### src/rtl/jt12_host_pkg.sv
// Shared definitions for the JT12 host write sequencer: FSM state encoding,
// chip address constants and the request entry layout.
package jt12_host_pkg;

   typedef enum logic [2:0] {
      ST_IDLE = 3'd0,
      ST_ADDR = 3'd1,
      ST_GAP  = 3'd2,
      ST_DATA = 3'd3,
      ST_HOLD = 3'd4,
      ST_WAIT = 3'd5
   } state_t;

   // Low bit of ym_addr: 0 latches a register number, 1 writes its value.
   localparam logic ADDR_SEL  = 1'b0;
   localparam logic ADDR_DATA = 1'b1;

   // One buffered register write, 17 bits: {part, reg, data}.
   typedef struct packed {
      logic       part;
      logic [7:0] rg;
      logic [7:0] data;
   } req_t;

   // Key used by the register-address cache: bank plus register number.
   function automatic logic [8:0] req_key(input req_t r);
      return {r.part, r.rg};
   endfunction

endpackage

### src/rtl/jt12_host_fifo.sv
// Request buffer for the JT12 host writer: synchronous FIFO with show-ahead
// read data and an occupancy count. A write while full is taken only when a
// read happens in the same cycle.
module jt12_host_fifo #(
   parameter int DEPTH = 4,
   parameter int W     = 17
) (
   input  logic                     clk,
   input  logic                     rst,
   input  logic                     wr_en,
   input  logic [W-1:0]             wr_data,
   input  logic                     rd_en,
   output logic [W-1:0]             rd_data,
   output logic [$clog2(DEPTH):0]   level,
   output logic                     empty,
   output logic                     full
);

   localparam int AW = $clog2(DEPTH);
   localparam int LW = AW + 1;

   logic [W-1:0]  mem [DEPTH];
   logic [AW-1:0] wr_ptr;
   logic [AW-1:0] rd_ptr;
   logic          wr_ok;
   logic          rd_ok;

   assign empty   = (level == '0);
   assign full    = (level == LW'(DEPTH));
   assign rd_ok   = rd_en & ~empty;
   assign wr_ok   = wr_en & (~full | rd_ok);
   assign rd_data = mem[rd_ptr];

   function automatic logic [AW-1:0] ptr_inc(input logic [AW-1:0] p);
      return (p == AW'(DEPTH - 1)) ? '0 : p + AW'(1);
   endfunction

   // Storage array; no reset needed, contents are qualified by level.
   always_ff @(posedge clk) begin
      if (wr_ok) mem[wr_ptr] <= wr_data;
   end

   // Pointers and occupancy; simultaneous push and pop leave level unchanged.
   always_ff @(posedge clk) begin
      if (rst) begin
         wr_ptr <= '0;
         rd_ptr <= '0;
         level  <= '0;
      end else begin
         if (wr_ok) wr_ptr <= ptr_inc(wr_ptr);
         if (rd_ok) rd_ptr <= ptr_inc(rd_ptr);
         case ({wr_ok, rd_ok})
            2'b10:   level <= level + LW'(1);
            2'b01:   level <= level - LW'(1);
            default: level <= level;
         endcase
      end
   end

endmodule

### src/rtl/jt12_host_wr.sv
// JT12 host write sequencer. Buffers register write requests and plays them
// onto the chip bus as address/data strobe pairs, skipping the address strobe
// when the chip already points at the same register, then waits for busy.
//
// state | meaning
// ------+------------------------------------------------------------
// IDLE  | bus quiet; pops the next request when the buffer is non-empty
// ADDR  | address strobe on the bus ({part,0}, reg); cache updated
// GAP   | strobe low, address/data bus held
// DATA  | data strobe on the bus ({part,1}, data)
// HOLD  | strobe low, one cycle for the chip to raise busy
// WAIT  | waiting for busy low, bounded by BUSY_TO cycles
module jt12_host_wr
   import jt12_host_pkg::*;
#(
   parameter int FIFO_DEPTH = 4,
   parameter int BUSY_TO    = 255
) (
   input  logic                         clk,
   input  logic                         rst,
   input  logic                         req_valid,
   output logic                         req_ready,
   input  logic                         req_part,
   input  logic [7:0]                   req_reg,
   input  logic [7:0]                   req_data,
   output logic [7:0]                   ym_din,
   output logic [1:0]                   ym_addr,
   output logic                         ym_write,
   input  logic                         ym_busy,
   output logic                         idle,
   output logic [$clog2(FIFO_DEPTH):0]  level,
   output logic                         err,
   input  logic                         err_clr
);

   localparam int LW = $clog2(FIFO_DEPTH) + 1;
   localparam int CW = $clog2(BUSY_TO + 1);

   state_t         state;
   state_t         state_nx;
   req_t           head;
   req_t           cur;
   logic           fifo_empty;
   logic           fifo_full;
   logic           push;
   logic           pop;
   logic           cache_vld;
   logic [8:0]     cache_key;
   logic           cache_load;
   logic [CW-1:0]  wait_cnt;
   logic           timeout;
   logic           write_nx;
   logic [1:0]     addr_nx;
   logic [7:0]     din_nx;

   assign req_ready = (level < LW'(FIFO_DEPTH));
   assign push      = req_valid & req_ready;
   assign idle      = fifo_empty & (state == ST_IDLE);

   jt12_host_fifo #(
      .DEPTH (FIFO_DEPTH),
      .W     (17)
   ) u_fifo (
      .clk     (clk),
      .rst     (rst),
      .wr_en   (push),
      .wr_data ({req_part, req_reg, req_data}),
      .rd_en   (pop),
      .rd_data (head),
      .level   (level),
      .empty   (fifo_empty),
      .full    (fifo_full)
   );

   // Next state and next bus values; bus outputs are registered so each
   // transition decides what the chip sees during the following cycle.
   always_comb begin
      state_nx   = state;
      pop        = 1'b0;
      write_nx   = 1'b0;
      addr_nx    = ym_addr;
      din_nx     = ym_din;
      cache_load = 1'b0;
      timeout    = 1'b0;
      case (state)
         ST_IDLE: begin
            if (!fifo_empty) begin
               pop      = 1'b1;
               write_nx = 1'b1;
               if (cache_vld && (req_key(head) == cache_key)) begin
                  state_nx = ST_DATA;
                  addr_nx  = {head.part, ADDR_DATA};
                  din_nx   = head.data;
               end else begin
                  state_nx = ST_ADDR;
                  addr_nx  = {head.part, ADDR_SEL};
                  din_nx   = head.rg;
               end
            end
         end
         ST_ADDR: begin
            state_nx   = ST_GAP;
            cache_load = 1'b1;
         end
         ST_GAP: begin
            state_nx = ST_DATA;
            write_nx = 1'b1;
            addr_nx  = {cur.part, ADDR_DATA};
            din_nx   = cur.data;
         end
         ST_DATA: state_nx = ST_HOLD;
         ST_HOLD: state_nx = ST_WAIT;
         ST_WAIT: begin
            if (!ym_busy) begin
               state_nx = ST_IDLE;
            end else if (wait_cnt == CW'(1)) begin
               timeout  = 1'b1;
               state_nx = ST_IDLE;
            end
         end
         default: state_nx = ST_IDLE;
      endcase
   end

   // State and registered chip bus.
   always_ff @(posedge clk) begin
      if (rst) begin
         state    <= ST_IDLE;
         ym_write <= 1'b0;
         ym_addr  <= '0;
         ym_din   <= '0;
      end else begin
         state    <= state_nx;
         ym_write <= write_nx;
         ym_addr  <= addr_nx;
         ym_din   <= din_nx;
      end
   end

   // In-flight request captured at pop; kept until the next pop.
   always_ff @(posedge clk) begin
      if (rst)      cur <= '0;
      else if (pop) cur <= head;
   end

   // Register-address cache: what the chip's address latch currently holds.
   always_ff @(posedge clk) begin
      if (rst) begin
         cache_vld <= 1'b0;
         cache_key <= '0;
      end else if (cache_load) begin
         cache_vld <= 1'b1;
         cache_key <= req_key(cur);
      end
   end

   // Busy-wait down-counter: loaded on the way into WAIT, timeout at one.
   always_ff @(posedge clk) begin
      if (rst)                                             wait_cnt <= '0;
      else if (state == ST_HOLD)                           wait_cnt <= CW'(BUSY_TO);
      else if (state == ST_WAIT && state_nx == ST_WAIT)    wait_cnt <= wait_cnt - CW'(1);
      else                                                 wait_cnt <= '0;
   end

   // Sticky timeout flag; a timeout in the same cycle wins over err_clr.
   always_ff @(posedge clk) begin
      if (rst)          err <= 1'b0;
      else if (timeout) err <= 1'b1;
      else if (err_clr) err <= 1'b0;
   end

endmodule

### config.mk
export PLATFORM = sky130hd
export DESIGN_NAME = jt12_host_wr
export DESIGN_NICKNAME = d
export VERILOG_FILES = /design/src/rtl/jt12_host_pkg.sv /design/src/rtl/jt12_host_fifo.sv /design/src/rtl/jt12_host_wr.sv
export SDC_FILE = /design/constraint.sdc
export NUM_CORES = 1
export LEC_CHECK = 0
export ABC_AREA = 1
export CORE_MARGIN = 2
export CORE_UTILIZATION = 45
export CTS_CLUSTER_DIAMETER = 200
export CTS_CLUSTER_SIZE = 40
export DETAILED_ROUTE_END_ITERATION = 16
export GPL_ROUTABILITY_DRIVEN = 1
export GPL_TIMING_DRIVEN = 0
export PLACE_DENSITY = 0.64
export SLEW_MARGIN = 20
export SYNTH_ARGS = -nofsm -noshare
export SYNTH_HDL_FRONTEND = slang
export SYNTH_SLANG_ARGS = --single-unit
### constraint.sdc
create_clock -name clk -period 2.9 [get_ports clk]
set_clock_uncertainty 0.1 [all_clocks]
set_input_delay 0.29 -clock clk [delete_from_list [all_inputs] [get_ports clk]]
set_output_delay 0.29 -clock clk [all_outputs]
set_load 0.02 [all_outputs]
# Word level (Yosys, flattened, before mapping)
# Memory sizes are Yosys's and may differ from the RTL's. A register that Yosys moved wholly into a read port is not among the register bits.
# Index checks and enable logic that the tools add are counted.
[totals]
ff_bits = 57
mem_bits_rw = 68
out_inout_bits = 17
word_cells = 79
memories = 1
[op_classes]
muxes = 29
add_sub_neg = 5
n_bitwise = 7
order_cmp = 1
n_reduce_logical = 8
eq_ne = 14
[memory_table]
columns = ["memory", "words", "word_bits", "rd", "rd_ports_with_merged_regs", "wr", "line_no", "text"]
rows = [
  ["u_fifo.mem", 4, 17, 1, 1, 1, "jt12_host_fifo.sv:22", "logic [W-1:0] mem [DEPTH];"],
]
[ops]
columns = ["op", "n"]
rows = [
  ["8-bit 2-to-1 mux", 4],
  ["3-bit one-hot mux with 6 select lines", 1],
  ["8-bit one-hot mux with 2 select lines", 1],
  ["3-bit equality test, second input constant", 4],
  ["2-bit 2-to-1 mux", 6],
  ["1-bit 2-to-1 mux", 11],
  ["9-bit equality test", 1],
  ["3-bit 2-to-1 mux", 3],
  ["8-bit by 1-bit equality test with 1-bit output, second input constant", 1],
  ["8-bit by 1-bit subtractor with 8-bit output, second input constant", 1],
  ["2-bit equality test, second input constant", 3],
  ["3-bit by 2-bit equality test with 1-bit output, second input constant", 2],
  ["3-bit zero test", 2],
  ["3-bit one-hot mux with 2 select lines", 1],
  ["2-bit nonzero test", 3],
  ["2-bit by 1-bit adder with 2-bit output, second input constant", 2],
  ["1-bit bitwise AND", 4],
  ["2-bit one-hot mux with 2 select lines", 1],
  ["3-bit by 1-bit adder with 3-bit output, second input constant", 1],
  ["3-bit by 1-bit equality test with 1-bit output, second input constant", 1],
  ["3-bit < comparator, second input constant", 1],
  ["3-bit by 1-bit subtractor with 3-bit output, second input constant", 1],
  ["2-bit by 1-bit equality test with 1-bit output, second input constant", 1],
  ["1-bit logical AND", 2],
  ["other kinds (5)", 6],
]

# Longest topological paths before layout
[logic_depth]
word_depth = 9
ltp_mapped = 16
depth_no_buf = 14

# Cells and area by module
# From an unflattened synthesis, not the netlist that was laid out.
[hier_totals]
cells_unflattened = 575
area_unflattened_um2 = 5466.5
[modules_own_cells]
columns = ["module", "instances", "area_per_inst_um2", "cells_per_inst"]
rows = [
  ["jt12_host_fifo", 1, 3050.4, 231],
  ["jt12_host_wr", 1, 2416.1, 344],
]

# Worst setup path after synthesis
# Ideal clock, no wire load.
[synth_path]
kind = "register to register"
startpoint = "reg u_fifo.level[2]"
endpoint = "reg u_fifo.level[2]"
stages_incl_launch_ff = 12
period_less_slack_ps = 2438
arrival_time_ps = 2210
required_ps = 2672
slack_ps = 462
path_buffers = 2
path_cell_list = "dfxtp_1 -> nor3_1 -> nor2_1 -> clkbuf_1 -> buf_2 -> ha_1 -> inv_1 -> fa_1 -> a21oi_1 -> o21ai_0 -> o21ai_0 -> a21oi_1"
[synth_via]
elab_chain_cells = 8
elab_cells_between_ends = 17
classes_between = "add/sub (2); order compare (1); eq/ne (3); mux (3); bitwise (6); reduce/logical (2)"
[synth_rtl]
columns = ["element", "line_no", "text"]
rows = [
  ["from (decl)", "jt12_host_fifo.sv:14", "output logic [$clog2(DEPTH):0] level,"],
  ["from (signal assigned)", "jt12_host_fifo.sv:53", "2'b10: level <= level + LW'(1);"],
  ["from (signal assigned)", "jt12_host_fifo.sv:54", "2'b01: level <= level - LW'(1);"],
  ["from (signal assigned)", "jt12_host_fifo.sv:55", "default: level <= level;"],
  ["3-bit zero test (*)", "jt12_host_fifo.sv:28", "assign empty = (level == '0);"],
  ["1-bit 2-to-1 mux (*)", "jt12_host_wr.sv:87", "if (!fifo_empty) begin"],
  ["1-bit 2-to-1 mux (*)", "jt12_host_wr.sv:85", "case (state)"],
  ["named net pop", "jt12_host_wr.sv:46", "logic pop;"],
  ["1-bit bitwise AND (*)", "jt12_host_fifo.sv:30", "assign rd_ok = rd_en & ~empty;"],
  ["1-bit OR", "jt12_host_fifo.sv:31", "assign wr_ok = wr_en & (~full | rd_ok);"],
  ["1-bit bitwise AND", "jt12_host_fifo.sv:31", ""],
  ["2-bit by 1-bit equality test with 1-bit output or 2-bit equality test (tied branches)", "jt12_host_fifo.sv:52", "case ({wr_ok, rd_ok})"],
  ["3-bit one-hot mux with 2 select lines or 2-bit nonzero test (tied branches)", "-", ""],
]
# Mark *: on every way through the listed nets, which the timed path passes. The rest lies on a longest branch.
# A chain may end at the register's enable or synchronous reset.

# Worst setup path after layout
[layout_path]
startpoint = "reg state[2]"
endpoint = "reg u_fifo.level[2]"
[layout_via]
elab_chain_cells = 7
elab_cells_between_ends = 9
classes_between = "eq/ne (2); mux (2); bitwise (3); reduce/logical (2)"
[layout_rtl]
columns = ["element", "line_no", "text"]
rows = [
  ["from (decl)", "jt12_host_wr.sv:39", "state_t state;"],
  ["from (signal assigned)", "jt12_host_wr.sv:133", "state <= state_nx;"],
  ["3-bit zero test (*)", "jt12_host_wr.sv:85", ""],
  ["1-bit 2-to-1 mux (*)", "jt12_host_wr.sv:85", ""],
  ["named net pop", "jt12_host_wr.sv:46", ""],
  ["1-bit bitwise AND (*)", "jt12_host_fifo.sv:30", ""],
  ["1-bit OR", "jt12_host_fifo.sv:31", ""],
  ["1-bit bitwise AND", "jt12_host_fifo.sv:31", ""],
  ["2-bit by 1-bit equality test with 1-bit output or 2-bit equality test (tied branches)", "jt12_host_fifo.sv:52", ""],
  ["3-bit one-hot mux with 2 select lines or 2-bit nonzero test (tied branches)", "-", ""],
]
# Marks and branches as above.

==> results.yml <==
run_status:
  outcome: "completed"
synthesis:
  synth_cell_types: 40
  top_post_synthesis_cells_by_count: "nand2_1, edfxtp_1, nor2_1"
  yosysTopAreaCellShare_pct: 37.9
  synth-adder-area-share_pct: 2.23
  synth_top_family_by_area: "simple AND/OR/NAND/NOR gates"
  synth_seq_area_share_pct: 59.8
  yosys.area_share.xor_xnor_pct: 0.487
  ys_warn_count: 0
  synth-simple-area-share_pct: 21.8
  synth_compound_area_share_pct: 9.70
  synth.mux.area_fraction_pct: 0
  synth_area_um2: 5390
  synth_top_cell_by_area: "edfxtp_1"
  yosys.cell_count.top_type: "nand2_1"
  synth.ff_latch_count: 127
  post_synth.cell_area_avg_um2: 9.80
  yosys-top-cells-area: "edfxtp_1, dfxtp_1, nand2_1, nor2_1, a21oi_1"
  synth-edff-count: 68
  synth.net_count: 581
  synthesis.instances: 550
  synth-main-ff-cell: "edfxtp_1"
  synth_async_reset_ratio_pct: 0
place:
  routabilityCongestion: 0.792
  hpwlAfterDp_mm: 7.78
  port_buffers: 37
layout:
  area.growth.synth_to_final_pct: 21.2
  nets: 641
  diodes: 0
  final_util_pct: 56.5
  layout-drive-gt1-share_pct: 14.3
critical_path:
  crit_path_max_fanout: 10
  worst_setup_path_start_kind: "flop"
  timing_worst_setup_path_type: "reg -> reg"
  ff_to_ff_path_depth: 12
  timing.critical_path.to_type: "flop"
  crit_arrival_ps: 2870
  critical_path.reg2reg.endpoint: "u_fifo.level[2]$_SDFFE_PP0P_"
  r2r_start: "state[2]$_SDFF_PP0_"
  crit_path_cell_trace: "nor2_1 -> nand2_1 -> nor2_2 -> clkbuf_2 -> buf_2 -> ha_1 -> inv_1 -> fa_1 -> a21oi_1 -> o21ai_0 -> o21ai_0 -> a21oi_1"
  critical-path-max-stage-delay_ps: 380
  timing.critical_path.required_ps: 3100
  timing.critical_path.buf_inv: 3
  family_with_the_most_delay_on_the_worst_path: "buffers and inverters"
  critical_path_s_slowest_cell: "fa_1"
  r2r_setup_slack_ps: 220
floorplan:
  start_util_pct: 46.6
  io_pins: 39
  design.die.area_um2: 12900
  coreArea_um2: 11600
  die_y_um: 113
  die_x_um: 113
  fp_rows: 39
sta:
  final.period_utilization_pct: 92.3
  rsz0062_at_grt: "no"
  tightestPinTransition_ps: 577
  timing_max_transition_violations_final: 0
  max_clock_freq_mhz: 374
  timing.final.crit_period_ps: 2680
  timing.slew.headroom_pct: 61.3
  setup-violations-final: 0
  finalHoldViolations: 0
clock_network:
  cts_num_sinks: 127
  tritoncts: "done"
  clock_network_latency_to_the_later_pin_of_the_worst_skew_pair_ps: 420
  cts.htree.levels: 4
  cts-root-buf: "clkbuf_16"
  path_clk_slew_ps: 50
  total_clock_buffers_created_by_cts: 17
  cts-root-to-sink-buffers: 2
pwr:
  power.total_mw: 7.39
  p_leak_nw: 2.54
  power_per_cell_area_nw_per_um2: 1130
  vdd_ir_drop_max_uv: 459
grt:
  globalRouteTotalUtil_pct: 19.2
  first_pass_grt_wire_length_mm: 18.8
  maximum_number_of_pins_on_one_net_before_global_route_repair: 17
  antenna_found_initial: 0
  grt_pass1_vias: 3855
  global_route.overflow_total: 0
min_path:
  timing.hold.worst_path_depth: 2
  min_delay_worst_endpoint: "u_fifo.wr_ptr[0]$_SDFFE_PP0P_"
  worstHoldStart: "rst"
  hold_path.class: "in -> reg"
routing:
  detail-route-antenna-nets: 0
  top_signal_layer_used: "met4"
  drt-met1-wl_mm: 5.31
  post_drt_via_cell_ratio: 5.13
  drt_iter0_drc: 213
  vias_after_detailed_routing: 3922
  drcViolationCount: 0
  wire_per_inst_um: 14.8
  wl_met2_mm: 5.46
  met3WireLength_um: 392
  totalWireLength_mm: 11.3
  drt_pass1_iterations: 5
flow_run:
  max_cap_violations: 0
==> repair_timing <==
item,CTS,global route
hold buffers,0,0
gates resized for setup,1,1
endpoints found under the setup margin,1,1
buffers inserted,0,0
==> through the flow <==
stage / instances / setup slack [ps] / hold WS [ps] / TNS (ps) / instance area [um^2]
finish: 764 / 224 / 217 / 0 / 6530
global route: 764 / 12.2 / 215 / 0 / 6530
global placement: 730 / 43.1 / 354 / 0 / 5940
floorplan: 550 / 462 / 289 / 0 / 5390
detailed placement: 734 / -11.6 / 357 / -11.6 / 5990
CTS: 764 / 152 / 194 / 0 / 6530
==> worst register-to-register path, delay by kind of cell (launching register included) <==
family	cells	cell delay [ps]
DFF	1	330
adders and majority gates	2	560
AOI/OAI and AO/OA	4	460
buffers and inverters	3	650
and+or+nand+nor	3	450
==> report_power, final <==
group	internal (mW)	switching (mW)	total [mW]
Clock	1.23	0.704	1.94
Combinational	1.02	1.95	2.97
Sequential	2.31	0.172	2.48
==> cell type report <==
class                      instances  area (um^2)
multi-input combinational        352         1860
sequential                       127         3220
timing repair buffer              41          415
inverter                          49          189
buffer                            22          136
clock buffer                      20          437
fill                            1032         5030
clock inverter                    10         97.6
tap                              143          179
==> cell families after synthesis <==
logic type | Yosys count
simple gates | 242
flops | 127
compound gates | 98
buf+inv | 71
fa+ha+maj | 9
xor+xnor | 3
==> cells in the final DEF, fill, tap and decap left out, types with 13 or more instances in the layout <==
master            n
clkbuf_16        17
nor3_1           13
edfxtp_1         68
clkdlybuf4s50_1  37
inv_1            43
nand2_2          16
dfxtp_1          59
nor2_1           60
a21oi_1          42
nand3_1          26
o21ai_0          41
nand2_1          91
==> per-layer routing <==
layer	track usage, %	up-vias
met1	24.5	1855
li1	-	1984
met4	7.40	0
met2	31.1	69
met3	5.84	14
met5	0	-
==> flip-flops by register name, summed over array words and instances (netlist names), 2 cells and up, named ones only <==
register	flops
u_fifo.wr_ptr	2
ym_addr	2
wait_cnt	8
state	3
cur	17
u_fifo.rd_ptr	2
u_fifo.level	3
ym_din	8
u_fifo.mem	68
cache_key	9
==> worst max path at each step <==
stage,start,end,cells after the start
after global routing,state[2]$_SDFF_PP0_,u_fifo.level[2]$_SDFFE_PP0P_,12
final,state[2]$_SDFF_PP0_,u_fifo.level[2]$_SDFFE_PP0P_,12
after CTS,state[2]$_SDFF_PP0_,u_fifo.level[2]$_SDFFE_PP0P_,12
after detailed placement,state[2]$_SDFF_PP0_,u_fifo.level[2]$_SDFFE_PP0P_,12
after global placement,state[2]$_SDFF_PP0_,u_fifo.level[2]$_SDFFE_PP0P_,12
after floorplan,u_fifo.level[2]$_SDFFE_PP0P_,u_fifo.level[2]$_SDFFE_PP0P_,11
(Power assumes the default switching activity.)
